`src/rtl/pcie_msi_arbiter.sv`:
```
// pcie_msi_arbiter
//
// Shares the PCIe core's single interrupt handshake among NUM_IRQ user
// interrupt sources. Each rising edge on irq_in latches a pending flag. One
// eligible source (pending, unmasked, MSI enabled) is picked round-robin and
// mapped to an allocated MSI vector. The request/grant handshake with the core
// then runs, and a holdoff gap is enforced after every grant.
//
// Ports:
//   clk               PCIe user clock, all logic on the rising edge
//   rst               synchronous active-high reset
//   irq_in            per-source interrupt lines (rising edge = one message)
//   irq_mask          1 = source not eligible (pending still latched)
//   msi_enable        0 = no new request is started
//   msi_vector_width  core MMEnable; 2^w vectors allocated, 6/7 treated as 5
//   intx_msi_request  request to core (cfg_interrupt)
//   msi_vector_num    vector number to core (cfg_pciecap_interrupt_msgnum)
//   intx_msi_grant    grant from core (cfg_interrupt_rdy)
//   pending           latched pending flags
//   busy              1 while a message is in flight or in holdoff
//
// Handshake: intx_msi_request acts as "valid" and intx_msi_grant as "ready".
// Once the request is raised, it and msi_vector_num stay stable until a
// clock edge samples the grant high. That edge completes the transfer and
// drops the request. A request is never withdrawn before its grant, except
// by reset.

module pcie_msi_arbiter #(
  parameter int NUM_IRQ        = 8,
  parameter int HOLDOFF_CYCLES = 16
) (
  input  logic               clk,
  input  logic               rst,
  input  logic [NUM_IRQ-1:0] irq_in,
  input  logic [NUM_IRQ-1:0] irq_mask,
  input  logic               msi_enable,
  input  logic [2:0]         msi_vector_width,
  output logic               intx_msi_request,
  output logic [4:0]         msi_vector_num,
  input  logic               intx_msi_grant,
  output logic [NUM_IRQ-1:0] pending,
  output logic               busy
);

  localparam int PTR_W = (NUM_IRQ > 1) ? $clog2(NUM_IRQ) : 1;

  typedef enum logic [1:0] {
    S_IDLE = 2'd0,
    S_REQ  = 2'd1,
    S_HOLD = 2'd2
  } state_t;

  state_t             state;
  logic [NUM_IRQ-1:0] irq_q;
  logic [PTR_W-1:0]   rr_ptr;
  logic [15:0]        hold_cnt;
  logic [4:0]         sel;

  logic [NUM_IRQ-1:0] irq_edge;
  logic [NUM_IRQ-1:0] eligible;
  logic               any_eligible;
  logic [NUM_IRQ-1:0] rot;
  logic [5:0]         off;
  logic [5:0]         sum;
  logic [4:0]         win;
  logic [2:0]         w_cl;
  logic [4:0]         vec_max;
  logic [4:0]         win_vec;
  logic [PTR_W-1:0]   rr_after_sel;
  logic               grant_evt;
  logic [NUM_IRQ-1:0] grant_clr;

  assign irq_edge     = irq_in & ~irq_q;
  assign eligible     = msi_enable ? (pending & ~irq_mask) : '0;
  assign any_eligible = |eligible;

  // Round-robin search. Rotate the eligible set so bit 0 corresponds to
  // rr_ptr, take the lowest set bit, then rotate the offset back into a
  // source index.
  always_comb begin
    rot = NUM_IRQ'({eligible, eligible} >> rr_ptr);
    off = '0;
    for (int k = NUM_IRQ - 1; k >= 0; k--) begin
      if (rot[k]) off = 6'(k);
    end
    sum = 6'(rr_ptr) + off;
    if (sum >= 6'(NUM_IRQ)) sum = sum - 6'(NUM_IRQ);
    win = sum[4:0];
  end

  // Sources above the highest allocated vector share that top vector.
  always_comb begin
    w_cl    = (msi_vector_width > 3'd5) ? 3'd5 : msi_vector_width;
    vec_max = 5'((6'd1 << w_cl) - 6'd1);
    win_vec = (win > vec_max) ? vec_max : win;
  end

  assign rr_after_sel = (sel == 5'(NUM_IRQ - 1)) ? '0 : PTR_W'(sel + 5'd1);

  // A new edge on the granted source in the grant cycle re-sets the flag.
  // The set term is OR-ed in after the clear, so the set wins.
  assign grant_evt = (state == S_REQ) && intx_msi_grant;
  assign grant_clr = grant_evt ? (NUM_IRQ'(1'b1) << sel) : '0;

  always_ff @(posedge clk) begin
    if (rst) begin
      state            <= S_IDLE;
      irq_q            <= '0;
      pending          <= '0;
      rr_ptr           <= '0;
      hold_cnt         <= '0;
      sel              <= '0;
      intx_msi_request <= 1'b0;
      msi_vector_num   <= '0;
      busy             <= 1'b0;
    end else begin
      irq_q   <= irq_in;
      pending <= (pending & ~grant_clr) | irq_edge;
      case (state)
        S_IDLE: begin
          if (any_eligible) begin
            sel              <= win;
            msi_vector_num   <= win_vec;
            intx_msi_request <= 1'b1;
            busy             <= 1'b1;
            state            <= S_REQ;
          end
        end
        S_REQ: begin
          if (intx_msi_grant) begin
            intx_msi_request <= 1'b0;
            rr_ptr           <= rr_after_sel;
            if (HOLDOFF_CYCLES == 0) begin
              busy  <= 1'b0;
              state <= S_IDLE;
            end else begin
              hold_cnt <= 16'(HOLDOFF_CYCLES - 1);
              state    <= S_HOLD;
            end
          end
        end
        S_HOLD: begin
          if (hold_cnt == 16'd0) begin
            busy  <= 1'b0;
            state <= S_IDLE;
          end else begin
            hold_cnt <= hold_cnt - 16'd1;
          end
        end
        default: begin
          intx_msi_request <= 1'b0;
          busy             <= 1'b0;
          state            <= S_IDLE;
        end
      endcase
    end
  end

endmodule

```
`config.mk`:
```
export PLATFORM = sky130hd
export DESIGN_NAME = pcie_msi_arbiter
export DESIGN_NICKNAME = d
export VERILOG_FILES = /design/src/rtl/pcie_msi_arbiter.sv
export SDC_FILE = /design/constraint.sdc
export NUM_CORES = 1
export LEC_CHECK = 0
export CORE_AREA = 2 2 109 111
export CTS_CLUSTER_DIAMETER = 60
export CTS_CLUSTER_SIZE = 24
export DETAILED_ROUTE_END_ITERATION = 10
export DIE_AREA = 0 0 111 113
export PLACE_DENSITY_LB_ADDON = 0.05
export SLEW_MARGIN = 20
export SYNTH_ARGS = -nofsm -noshare
export SYNTH_HDL_FRONTEND = slang
export SYNTH_SLANG_ARGS = --single-unit
export TNS_END_PERCENT = 1
```
`constraint.sdc`:
```
create_clock -name clk -period 6.3 [get_ports clk]
set_input_delay 1.26 -clock clk [delete_from_list [all_inputs] [get_ports clk]]
set_output_delay 1.26 -clock clk [all_outputs]
set_load 0.05 [all_outputs]
```
# --- After elaboration in Yosys (flattened, before gate mapping) ---
# Index checks and enable logic that the tools add are counted.
word_totals:
  input_bits: 23
  ff_bits: 49
  latchBits: 0
  ram_bits: 0
  mem_count: 0
  romBits: 0
op_classes:
  n_lt_le_gt_ge: 3
  addsub: 5
  eq_ne: 7
  n_reduce_logical: 11
  n_mul: 0
  bitwise: 9
  n_shift: 3
  div_mod_pow: 0
  n_mux: 26
ops:
  columns: ["op", "n"]
  rows:
  - ["6-bit 2-to-1 mux", 7]
  - ["16-bit 2-to-1 mux", 2]
  - ["16-bit one-hot mux with 2 select lines", 1]
  - ["8-bit AND", 3]
  - ["8-bit inverter", 3]
  - ["16-bit logical NOT", 1]
  - ["8-bit 2-to-1 mux", 2]
  - ["16-bit by 3-bit >> shifter with 8-bit output", 1]
  - ["16-bit by 1-bit subtractor with 16-bit output (second input constant)", 1]
  - ["3-bit AND reduction", 4]
  - ["5-bit 2-to-1 mux", 2]
  - ["3-bit 2-to-1 mux", 3]
  - ["2-bit != test (second input constant)", 4]
  - ["8-bit bitwise OR", 1]
  - ["8-bit OR reduction", 1]
  - ["1-bit by 5-bit << shifter with 8-bit output (first input constant)", 1]
  - ["3-bit by 6-bit adder with 6-bit output", 1]
  - ["6-bit by 4-bit >= comparator with 1-bit output (second input constant)", 1]
  - ["2-bit 2-to-1 mux", 3]
  - ["1-bit one-hot mux with 3 select lines", 2]
  - ["2-bit one-hot mux with 3 select lines", 1]
  - ["5-bit by 3-bit equality test with 1-bit output (second input constant)", 1]
  - ["5-bit > comparator", 1]
  - ["1-bit by 3-bit << shifter with 5-bit output (first input constant)", 1]
  - ["12 further kinds", 16]

# --- Longest topological paths before layout ---
# Gate-level depths: netlist (run 1).
depth:
  word_depth: 17
  ltp_mapped: 15

# --- Worst setup path after synthesis (run 1) ---
# Ideal clock, no wire load.
synth_timing:
  kind: "input port to flip-flop"
  start: "input port irq_mask[6]"
  end: "register msi_vector_num[0]"
  n_path_buf: 0
  path_slack_ps: 2099
  t_arrival_ps: 4068
  stages: 13
  setup_ps: 132
  required_ps: 6168
  path_cell_list: "nand2b_1 mux4_2 a221oi_1 a21oi_1 a211oi_1 ha_1 fa_1 ha_1 nor2b_1 o21a_1 o21a_1 o211ai_1 a21oi_1"
synth_via:
  elab_chain_cells: 17
  elab_cells_between_ends: 20
  cone_classes: "2 x add/sub; 2 x order compare; 1 x shift; 11 x mux; 2 x bitwise; 2 x reduce/logical"
synth_rtl:
  columns: ["item", "line_no", "rtl"]
  rows:
  - ["start, declared", "35", "input logic [NUM_IRQ-1:0] irq_mask,"]
  - ["8-bit inverter *", "74", "assign eligible = msi_enable ? (pending & ~irq_mask) : '0;"]
  - ["8-bit AND *", "74", null]
  - ["8-bit 2-to-1 mux *", "74", null]
  - ["16-bit by 3-bit >> shifter with 8-bit output *", "81", "rot = NUM_IRQ'({eligible, eligible} >> rr_ptr);"]
  - ["3-bit 2-to-1 mux", "84", "if (rot[k]) off = 6'(k);"]
  - ["6-bit 2-to-1 mux (6 in series)", "84", null]
  - ["6-bit 2-to-1 mux *", "84", null]
  - ["3-bit by 6-bit adder with 6-bit output *", "86", "sum = 6'(rr_ptr) + off;"]
  - ["5-bit by 4-bit subtractor with 5-bit output / 6-bit by 4-bit >= comparator with 1-bit output (equally long branches)", "87", "if (sum >= 6'(NUM_IRQ)) sum = sum - 6'(NUM_IRQ);"]
  - ["5-bit 2-to-1 mux *", "87", null]
  - ["named net sum[1]", "64", "logic [5:0] sum;"]
  - ["5-bit > comparator *", "95", "win_vec = (win > vec_max) ? vec_max : win;"]
  - ["5-bit 2-to-1 mux *", "95", null]
  - ["end signal, assigned", "123", "msi_vector_num <= win_vec;"]
  - ["end, declared", "39", "output logic [4:0] msi_vector_num,"]
# The timed path passes the listed nets; every way through them passes the cells marked *.
# A chain may end at the register's enable or synchronous reset.

# --- Worst setup path in the final report (run 1) ---
layout_timing:
  start: "input port irq_mask[0]"
  end: "register msi_vector_num[0]"
# The elaborated chain is that of the path after synthesis.

==> summary.md, run 1 <==
| Metric | Value |
|---|---|
| Top-count cell post-synth | `dfxtp_1` |
| Top-area cell type share of the netlist area | `about a third` |
| WHS | `around 0.47 ns` |
| Final GP Congestion | `0.755` |
| Final period util | `between 70% and 80%` |
| DR vias | `approximately 2.4k` |
| Commonest cells in the synthesized netlist | `48 x dfxtp_1, 32 x a21oi_1, 24 x nand2b_1` |
| Setup Skew | `approximately 0.0057 ns` |
| Worst Path Max Fanout | `5` |
| Layout area overhead | `23.9%` |
| Crit path max-delay cell type | `clkdlybuf4s50_1` |
| Setup Buffers After CTS | `0` |
| Lkg Pwr | `1.16 nW` |
| Die span in y | `113 um` |
| Hold-fix buffers, CTS | `0` |
| Least-Margin Pin Slew | `between 0.9 and 1 ns` |
| Setup TNS | `0 ns` |
| Slowest cell delay on critical path | `roughly 0.5 ns` |
| Worst Path Arrival | `roughly 4.8 ns` |
| Post-synth top area cell | `dfxtp_1` |
| WL/cell | `between 10 and 15 um` |
| RSZ-0062 raised after global routing | `no` |
| Post-Synth Simple-Gate Area | `about a quarter` |
| Synth Net Count | `roughly 340` |
| Minimum clock period | `approximately 4.7 ns` |
| Synth Flop Type | `dfxtp_1` |
| Maximum clock frequency | `215 MHz` |
| Tot Pwr | `about 0.85 mW` |
| # fillers | `approximately 1.2k` |
| Largest family of logic cells by synthesized area | `simple AND/OR/NAND/NOR gates` |
| Die W | `between 100 and 150 um` |
| Area contributors post-synth | `dfxtp_1 34%, mux4_2 8.0%, a21oi_1 5.7%` |
| Register area share after synthesis | `around 34%` |
| Post-synthesis cell type count | `50` |
| # resized after CTS | `0` |
| CTS root buf | `clkbuf_16` |
| WP buf/inv | `1` |
| Max Transition Viols Final | `0` |
| FF-to-FF setup slack | `roughly 2.3 ns` |
| Row cnt | `39` |
| Synth Warn # | `0` |
| First-pass GRT wire length | `between 10000 and 15000 um` |
| Cells after Synth | `310` |
| Cts bufs inserted | `5` |
| Residual DRC | `0` |
| DR pass1 iterations | `4` |
| Worst Path Class, Setup | `primary input to register` |
| R2r endpoint | `msi_vector_num[0]` |
| HPWL after DPL | `between 5000 and 6000 um` |
| Post-DP Area | `between 3000 and 4000 um^2` |
| Synth Area in Compound Gates | `roughly 20%` |
| Vias in the first global route | `2265` |
| Via-to-Cell Ratio | `just under 5` |
| Total Routed Length | `between 7000 and 8000 um` |
| Avg Inst Size Synth | `slightly above 9 um^2` |
| Initial Utilization | `approximately 25%` |
| CP top delay family | `compound AO/OA/AOI/OAI gates` |
| DRT iter0 DRCs | `between 100 and 150` |
| Fraction of synthesized area in multiplexers | `under 10%` |
| Antenna violations before repair | `0` |
| # H-tree levels | `2` |
| Placed cell count | `approximately 480` |
| Area of the multi-input gates | `roughly 1700 um^2` |
| Layout cells sized above 1 | `between 8 and 9%` |
| Die area | `12500 um^2` |
| GRT Resource Usage Total | `a little under an eighth` |
| Worst reg2reg path depth | `12` |
| Nets | `approximately 380` |
| Status | `completed` |
| Seq cells post-synth | `48` |
| GRT overflow | `0` |
| Clock Pin Slew Worst Setup and Hold Paths | `around 0.07 ns` |
| N_diodes | `0` |
| Crit path capture type | `register` |
| Worst r2r src | `rr_ptr[0]` |
| WHS Path Cells | `2` |
| Fin. Hold Viols | `0` |
| Clock sink total | `48` |
| Setup violators final | `0` |
| Ys async rst share | `0%` |
| IO buf count | `37` |
| Number of synthesized flops with an enable pin | `0` |
| Core area | `11300 um^2` |
| CTS tree | `yes` |
| Critical path cell sequence | `clkdlybuf4s50_1 > nor2b_1 > mux4_2 > a221oi_1 > a21oi_1 > a211oi_1 > ha_1 > fa_1 > ha_1 > nor2b_1 > o21a_1 > o21a_1 > o211ai_1 > a21oi_1` |
| Hold Path End | `msi_vector_num[1]` |
| Final Non-Filler Cells | `between 400 and 500` |
| HP Class | `register to register` |
| FF/Latch Area | `around 960 um^2` |
| Adder-Cell Fraction of Synth Area | `5.17%` |
| Power per cell area | `243 nW/um^2` |
| Required @ worst endpoint | `6.46 ns` |
| Worst VDD drop | `approximately 94 uV` |
| Setup crit start kind | `primary input` |
| Post-Syn Area | `~2800 um^2` |
| Post-route cell area | `~3500 um^2` |
| Clk buf depth | `2` |
| Skew-Pair Late Insertion Delay | `between 0.2 and 0.3 ns` |
| I/O pin total | `38` |
| Routed Antenna Nets | `0` |
| Relative slew slack | `roughly 37%` |
| Hold path startpoint | `msi_vector_num[1]` |
| XOR/XNOR share of the synthesized area | `around 3.7%` |
| Largest net degree at the start of global routing | `38` |
| Maxcap violations | `0` |
## per-stage QoR
| step | util (%) | setup slack [ns] |
|---|---|---|
| after detailed placement | 29.3 | 1.33 |
| after CTS | 30.8 | 1.62 |
| after floorplan | - | 2.10 |
| after global placement | 29.3 | 1.32 |
| after global routing | 30.8 | 1.45 |
| final | 30.8 | 1.65 |
## routing by layer
metal | vias up | global-route usage, % | wire length, um | share of wire (%)
li1 | 1205 | - | - | -
met1 | 1171 | 15.9 | 3600 | 50
met2 | 22 | 19.1 | 3380 | 47
met3 | 7 | 2.09 | 196 | 2.7
met4 | 0 | 3.50 | 81 | 1.1
met5 | - | 0 | 0 | 0
## registers in the layout, summed over array words and instances (netlist names)
register,flops
hold_cnt,16
busy,1
intx_msi_request,1
msi_vector_num,5
rr_ptr,3
irq_q,8
state,2
pending,8
sel,4
## logic make-up after synthesis
logic type                 count (synthesis)
muxes                                     15
AOI/OAI and AO/OA                         85
adders and majority gates                 11
other                                      1
buffers and inverters                     24
and+or+nand+nor                          114
DFF                                       48
xor gates and xnor gates                  12
## how the worst max path moves through the flow
stage                 from                 to  slack (ns)  depth (start not counted)
6_report       irq_mask[0]  msi_vector_num[0]        1.65                         14
5_1_grt        irq_mask[2]  msi_vector_num[2]        1.45                         14
4_1_cts        irq_mask[0]  msi_vector_num[0]        1.62                         14
3_5_place_dp   irq_mask[0]  msi_vector_num[2]        1.33                         14
3_3_place_gp   irq_mask[6]  msi_vector_num[2]        1.32                         14
2_1_floorplan  irq_mask[6]  msi_vector_num[0]        2.10                         13
## where the power goes
part | switching, mW | internal, mW
Combinational | 0.111 | 0.0809
Clock | 0.123 | 0.189
Sequential | 0.0216 | 0.321
## placed cells by master, fill, tap and decap left out, drive strengths merged, types with 2 or more instances in the layout
| cell type | instances |
|---|---|
| o31ai | 4 |
| nor2 | 20 |
| nand3b | 2 |
| mux2i | 4 |
| ha | 10 |
| buf | 2 |
| a211oi | 8 |
| nor3b | 2 |
| o2111ai | 4 |
| xnor2 | 5 |
| or3 | 4 |
| mux4 | 10 |
| clkdlybuf4s50 | 37 |
| nand3 | 9 |
| inv | 9 |
| nand2 | 10 |
| nor2b | 22 |
| o21ai | 11 |
| nor4 | 5 |
| dfxtp | 48 |
| nand2b | 24 |
| o41ai | 3 |
| o21a | 7 |
| clkbuf | 5 |
| a21oi | 32 |
| clkinv | 2 |
| or4 | 4 |
| o211ai | 9 |
| nor3 | 8 |
| xor2 | 7 |
## worst min-delay path, stage by stage, from the launching register on
cell and delay (ns):
dfxtp_1 0.31, nand2b_1 0.06, a21oi_1 0.05
## final cells by class
class / count / share of cell area, %
Multi-Input combinational cell: 238 / 50.2
Sequential cell: 48 / 27.6
Timing Repair Buffer: 39 / 11.1
Tap cell: 143 / 5.15
Clock buffer: 5 / 3.60
Clock inverter: 3 / 1.37
Inverter: 9 / 0.972
Power figures use the tool's default switching activity.
==> inputs of run 2 (changes only) <==
==> constraint.sdc (replaced) <==
create_clock -name clk -period 4.2 [get_ports clk]
set_input_delay 0.84 -clock clk [delete_from_list [all_inputs] [get_ports clk]]
set_output_delay 0.84 -clock clk [all_outputs]
set_load 0.05 [all_outputs]
==> run 2 against run 1 <==
Sequential power rose by 50%. Clock-buffer cell count did not move. Flip-flop and latch count did not move. Combinational power rose by 67%.
==> summary.md, run 2 (synthesis results as in run 1) <==
| Metric | Value |
|---|---|
| Least-Margin Pin Slew | `0.989 ns (+0.0522 ns)` |
| Vias in the first global route | `2354 (+3.9%)` |
| HP Class | `register to register` |
| IO buf count | `37 (unchanged)` |
| Core area | `11300 um^2 (unchanged)` |
| Worst Path Class, Setup | `primary input to register` |
| Worst Path Arrival | `3.95 ns (-0.86 ns)` |
| Power per cell area | `328 nW/um^2 (+35%)` |
| Final period util | `between 90 and 100%` |
| Worst Path Max Fanout | `4 (-1)` |
| Fin. Hold Viols | `0 (unchanged)` |
| GRT overflow | `0 (unchanged)` |
| Layout cells sized above 1 | `19.3% (+11 points)` |
| Post-route cell area | `3720 um^2 (+6.9%)` |
| Clock Pin Slew Worst Setup and Hold Paths | `0.06 ns (about the same)` |
| Crit path capture type | `register` |
| HPWL after DPL | `5570 um (+2.1%)` |
| Required @ worst endpoint | `4.36 ns (-2.10 ns)` |
| Layout area overhead | `32.5%` |
| Setup violators final | `0 (unchanged)` |
| Initial Utilization | `24.9% (unchanged)` |
| Setup WS pre-CTS | `-0.297 ns (-1.63 ns)` |
| # H-tree levels | `2 (unchanged)` |
| Setup TNS | `0 ns (unchanged)` |
| Relative slew slack | `33.5% (-3.2 points)` |
| Nets | `396 (+5.6%)` |
| Via-to-Cell Ratio | `4.85 (-2.1%)` |
| DR pass1 iterations | `4 (unchanged)` |
| First-pass GRT wire length | `12200 um (+3.2%)` |
| Lkg Pwr | `1.36 nW (+17%)` |
| I/O pin total | `38 (unchanged)` |
| Worst VDD drop | `135 uV (+44%)` |
| Commonest non-fill, non-tap cells in the layout | `48 x dfxtp_1, 30 x a21oi_1, 29 x clkdlybuf4s50_1` |
| Largest net degree at the start of global routing | `38 (unchanged)` |
| Met2 WL | `3430 um (+1.4%)` |
| Post-DP Area | `3450 um^2 (+4.5%)` |
| Setup crit start kind | `primary input` |
| Max Used Layer | `met4` |
| Clk buf depth | `2 (unchanged)` |
| Minimum clock period | `approximately 3.8 ns` |
| Max reg flops | `16 (unchanged)` |
| Most common cell after layout, fill and taps aside | `dfxtp_1` |
| Skew-Pair Late Insertion Delay | `0.29 ns (about the same)` |
| Maximum clock frequency | `between 200 and 300 MHz` |
| GRT Resource Usage Total | `12.0% (+0.26 points)` |
| Antenna violations before repair | `0 (unchanged)` |
| Tot Pwr | `1.22 mW (+44%)` |
| Routed Antenna Nets | `0 (unchanged)` |
| Met3 routed WL | `137 um (-30%)` |
| DR vias | `2451 (+1.9%)` |
| Final GP Congestion | `0.736 (-2.5%)` |
| CTS root buf | `clkbuf_16` |
| Largest register by flop count | `hold_cnt` |
| Total Routed Length | `7420 um (+2.1%)` |
| Setup Skew | `0.00661 ns (+0.000895 ns)` |
| Clock sink total | `48 (unchanged)` |
| Worst setup margin | `0.410 ns (-1.24 ns)` |
| Final core utilization | `33.0% (+2.1 points)` |
| Die area | `12500 um^2 (unchanged)` |
| WL/cell | `14.7 um (-1.9%)` |
| RSZ-0062 raised after global routing | `no` |
| M1 WL | `3790 um (+5.1%)` |
| Max Transition Viols Final | `0 (unchanged)` |
| Die W | `111 um (unchanged)` |
| Largest registers | `hold_cnt (16), irq_q (8), pending (8)` |
| Residual DRC | `0 (unchanged)` |
| Status | `completed` |
| Maxcap violations | `0 (unchanged)` |
| N_diodes | `0 (unchanged)` |
| Cts bufs inserted | `5 (unchanged)` |
| Die span in y | `113 um (unchanged)` |
| CTS tree | `yes` |
| DRT iter0 DRCs | `59 (-50%)` |
| Row cnt | `39 (unchanged)` |
run 2: cell count changes in the layout (fill, tap and decap cells not counted), sizes merged:
| cell | previous run | this run |
|---|---|---|
| dlymetal6s2s | 0 | 8 |
| clkdlybuf4s50 | 37 | 29 |
| buf | 2 | 23 |
| clkinvlp | 0 | 1 |
| bufinv | 1 | 0 |
| clkinv | 2 | 1 |
run 2: final timing paths:
check | startpoint | end | slack, ns | cells after the start
setup / recovery | irq_mask[2] | msi_vector_num[0] | 0.41 | 14
hold / removal | msi_vector_num[3] | msi_vector_num[3] | 0.47 | 2
setup reg to reg | rr_ptr[2] | msi_vector_num[0] | 0.51 | 12
hold reg to reg | msi_vector_num[3] | msi_vector_num[3] | 0.47 | 2
run 2: report_power, final:
group          switching, mW  leakage, nW  internal [mW]  total (mW)
logic                  0.177        0.899          0.142       0.320
clock network          0.170       0.0657          0.216       0.387
registers             0.0314        0.393          0.482       0.514
total                  0.379         1.36          0.841        1.22
run 2: critical path, cell delays in order:
cell            delay (ns)
dlymetal6s2s_1        0.15
nand2b_4              0.15
mux4_2                0.49
a221oi_2              0.26
a21oi_2               0.06
a211oi_2              0.20
ha_2                  0.21
fa_1                  0.44
ha_1                  0.30
nor2b_1               0.13
o21a_1                0.22
o21a_1                0.22
o211ai_1              0.18
a21oi_1               0.08
run 2: what timing repair did:
item / CTS / global route
hold buffers: 0 / 0
endpoints found under the setup margin: 0 / 3
setup buffers: 0 / 1
resized for setup: 0 / 31
run 2: through the flow:
| stage | hold WS [ns] | instances |
|---|---|---|
| 2_1_floorplan | 0.462 | 310 |
| 3_3_place_gp | 0.464 | 497 |
| 3_5_place_dp | 0.470 | 497 |
| 4_1_cts | 0.482 | 504 |
| 5_1_grt | 0.499 | 505 |
| 6_report | 0.472 | 505 |
run 2: layout make-up:
cell class                      count  area, um^2
Fill cell                        1191        7560
Multi-Input combinational cell    238        1840
Sequential cell                    48         961
Timing Repair Buffer               60         563
Tap cell                          143         179
Clock buffer                        5         125
Inverter                            9        33.8
Clock inverter                      2        12.5
run 2: metal layers:
layer | GRT usage [%] | vias to the layer above
met2 | 19.3 | 17
met3 | 1.82 | 4
met1 | 16.5 | 1179
li1 | - | 1251
met5 | 0 | -
met4 | 3.75 | 0
==> inputs of run 3 (changes only) <==
--- a/config.mk
+++ b/config.mk
@@ -5,11 +5,12 @@
 export SDC_FILE = /design/constraint.sdc
 export NUM_CORES = 1
 export LEC_CHECK = 0
-export CORE_AREA = 2 2 109 111
+export ABC_AREA = 0
+export CORE_AREA = 2 2 78 80
 export CTS_CLUSTER_DIAMETER = 60
 export CTS_CLUSTER_SIZE = 24
 export DETAILED_ROUTE_END_ITERATION = 10
-export DIE_AREA = 0 0 111 113
+export DIE_AREA = 0 0 80 82
 export PLACE_DENSITY_LB_ADDON = 0.05
 export SLEW_MARGIN = 20
 export SYNTH_ARGS = -nofsm -noshare
==> run 3 against run 2 <==
Setup slack got worse by 0.19 ns. Final area fell by 4.3%. Global-route usage rose by 8.4 points. Core utilization rose by 29 points. Non-clock buffer count fell by 3. Critical path type unchanged. Largest cell class unchanged. Largest power group unchanged.
==> summary.md, run 3 (synthesis results as in run 1) <==
| Metric | Value |
|---|---|
| Clock Pin Slew Worst Setup and Hold Paths | `0.09 ns (+0.03 ns)` |
| Lkg Pwr | `1.25 nW (-7.8%)` |
| # fillers | `530 (-55%)` |
| Hold-fix buffers, CTS | `0 (unchanged)` |
| Status | `completed` |
| Die span in y | `82 um (-27%)` |
| Die area | `6560 um^2 (-48%)` |
| RSZ-0062 raised after global routing | `no` |
| Crit path capture type | `register` |
| Tot Pwr | `1.17 mW (-3.9%)` |
| Final Non-Filler Cells | `435 (-14%)` |
| Setup Skew | `0.00903 ns (+0.00242 ns)` |
| Antenna violations before repair | `0 (unchanged)` |
| GRT overflow | `0 (unchanged)` |
| Nets | `393 (-0.76%)` |
| Skew-Pair Late Insertion Delay | `0.30 ns (about the same)` |
| Final GP Congestion | `0.837 (+14%)` |
| # H-tree levels | `2 (unchanged)` |
| # resized after CTS | `0 (unchanged)` |
| FF/Latch Area | `961 um^2 (unchanged)` |
| Worst Path Class, Setup | `primary input to register` |
| Worst setup margin | `0.216 ns (-0.194 ns)` |
| CTS root buf | `clkbuf_8` |
| Vias in the first global route | `2295 (-2.5%)` |
| Minimum clock period | `3.98 ns (+0.194 ns)` |
| Relative slew slack | `42.4% (+8.9 points)` |
| Maxcap violations | `0 (unchanged)` |
| Layout cells sized above 1 | `17.5% (-1.8 points)` |
| Row cnt | `28 (-28%)` |
| Worst r2r src | `rr_ptr[2]` |
| IO buf count | `37 (unchanged)` |
| DR pass1 iterations | `4 (unchanged)` |
| Setup TNS | `0 ns (unchanged)` |
| Setup Buffers After CTS | `0 (unchanged)` |
| Post-route cell area | `3550 um^2 (-4.3%)` |
| Residual DRC | `0 (unchanged)` |
| Fin. Hold Viols | `0 (unchanged)` |
| I/O pin total | `38 (unchanged)` |
| Total Routed Length | `6330 um (-15%)` |
| Setup WS pre-CTS | `-0.235 ns (+0.0626 ns)` |
| GRT Resource Usage Total | `20.4% (+8.4 points)` |
| Required @ worst endpoint | `4.38 ns (+0.02 ns)` |
| Area of the multi-input gates | `1820 um^2 (-1.1%)` |
| Power per cell area | `330 nW/um^2 (+0.47%)` |
| CTS tree | `yes` |
| Worst Path Arrival | `4.17 ns (+0.22 ns)` |
| Worst Path Max Fanout | `5 (+1)` |
| CP Launch Point | `irq_mask[0]` |
| Largest register by flop count | `hold_cnt` |
| Hold path startpoint | `msi_vector_num[4]` |
| Most common cell after layout, fill and taps aside | `dfxtp_1` |
| Post-DP Area | `3350 um^2 (-2.9%)` |
| Least-Margin Pin Slew | `0.858 ns (-0.132 ns)` |
| Worst VDD drop | `192 uV (+42%)` |
| Largest net degree at the start of global routing | `38 (unchanged)` |
| FF-to-FF setup slack | `0.63 ns (+0.12 ns)` |
| N_diodes | `0 (unchanged)` |
| Core area | `5750 um^2 (-49%)` |
| Worst reg2reg path depth | `13 (+1)` |
| Layout area overhead | `26.7%` |
| Via-to-Cell Ratio | `5.70 (+17%)` |
| Initial Utilization | `48.8% (+24 points)` |
| Max Transition Viols Final | `0 (unchanged)` |
| HPWL after DPL | `4660 um (-16%)` |
| Setup crit start kind | `primary input` |
| Setup violators final | `0 (unchanged)` |
| DR vias | `2480 (+1.2%)` |
| Final period util | `94.9% (+4.6 points)` |
| Commonest non-fill, non-tap cells in the layout | `48 x dfxtp_1, 36 x clkdlybuf4s50_1, 31 x a21oi_1` |
| Clock sink total | `48 (unchanged)` |
| Routed Antenna Nets | `0 (unchanged)` |
| Cts bufs inserted | `5 (unchanged)` |
| DRT iter0 DRCs | `68 (+15%)` |
| Maximum clock frequency | `251 MHz (-4.9%)` |
| HP Class | `register to register` |
| Setup crit end | `msi_vector_num[2]` |
| Placed cell count | `427 (-14%)` |
| Die W | `80 um (-28%)` |
| Largest registers | `hold_cnt (16), irq_q (8), pending (8)` |
| Clk buf depth | `2 (unchanged)` |
| R2r endpoint | `msi_vector_num[2]` |
| First-pass GRT wire length | `10700 um (-13%)` |
| WL/cell | `14.6 um (-0.92%)` |
| Max reg flops | `16 (unchanged)` |
==> run 3: per-stage QoR <==
stage	hold slack, ns	utilization, %
6_report	0.473	61.9
5_1_grt	0.494	61.9
2_1_floorplan	0.462	-
4_1_cts	0.471	60.5
3_5_place_dp	0.458	58.4
3_3_place_gp	0.459	58.4
==> run 3: power by group <==
group / total [mW] / internal (mW) / leakage (nW) / switching (mW)
Clock: 0.350 / 0.195 / 0.0614 / 0.155
Sequential: 0.512 / 0.482 / 0.393 / 0.0299
Combinational: 0.311 / 0.141 / 0.798 / 0.170
==> run 3: worst min path at each step <==
stage | to | slack, ns | depth (start not counted)
floorplan | state[0] | 0.46 | 1
global placement | msi_vector_num[4] | 0.46 | 2
detailed placement | msi_vector_num[4] | 0.46 | 2
CTS | msi_vector_num[4] | 0.47 | 2
global route | msi_vector_num[4] | 0.49 | 2
finish | msi_vector_num[4] | 0.47 | 2
==> run 3: critical path, stage by stage <==
cell             delay, ns
clkdlybuf4s50_1       0.51
nor2b_2               0.08
mux4_2                0.53
o21a_1                0.23
o21a_1                0.19
o32ai_2               0.24
fa_2                  0.52
ha_4                  0.28
nand3_1               0.08
mux2_4                0.28
o21a_1                0.13
o211ai_1              0.17
a21oi_1               0.08
==> run 3: layer usage <==
| metal | GRT usage, % | up-vias | part of all wire (%) |
|---|---|---|---|
| met3 | 2.97 | 5 | 2.4 |
| met2 | 34.3 | 31 | 51 |
| met4 | 5.25 | 0 | 0.95 |
| met1 | 27.6 | 1203 | 46 |
| li1 | - | 1241 | - |
| met5 | 0 | - | 0 |
==> run 3: layout make-up <==
cell class / instances / area share, %
multi-input combinational: 238 / 51.2
sequential: 48 / 27.0
tap: 75 / 2.64
timing repair buffer: 57 / 14.7
clock buffer: 6 / 2.32
clock inverter: 2 / 1.09
inverter: 9 / 0.950
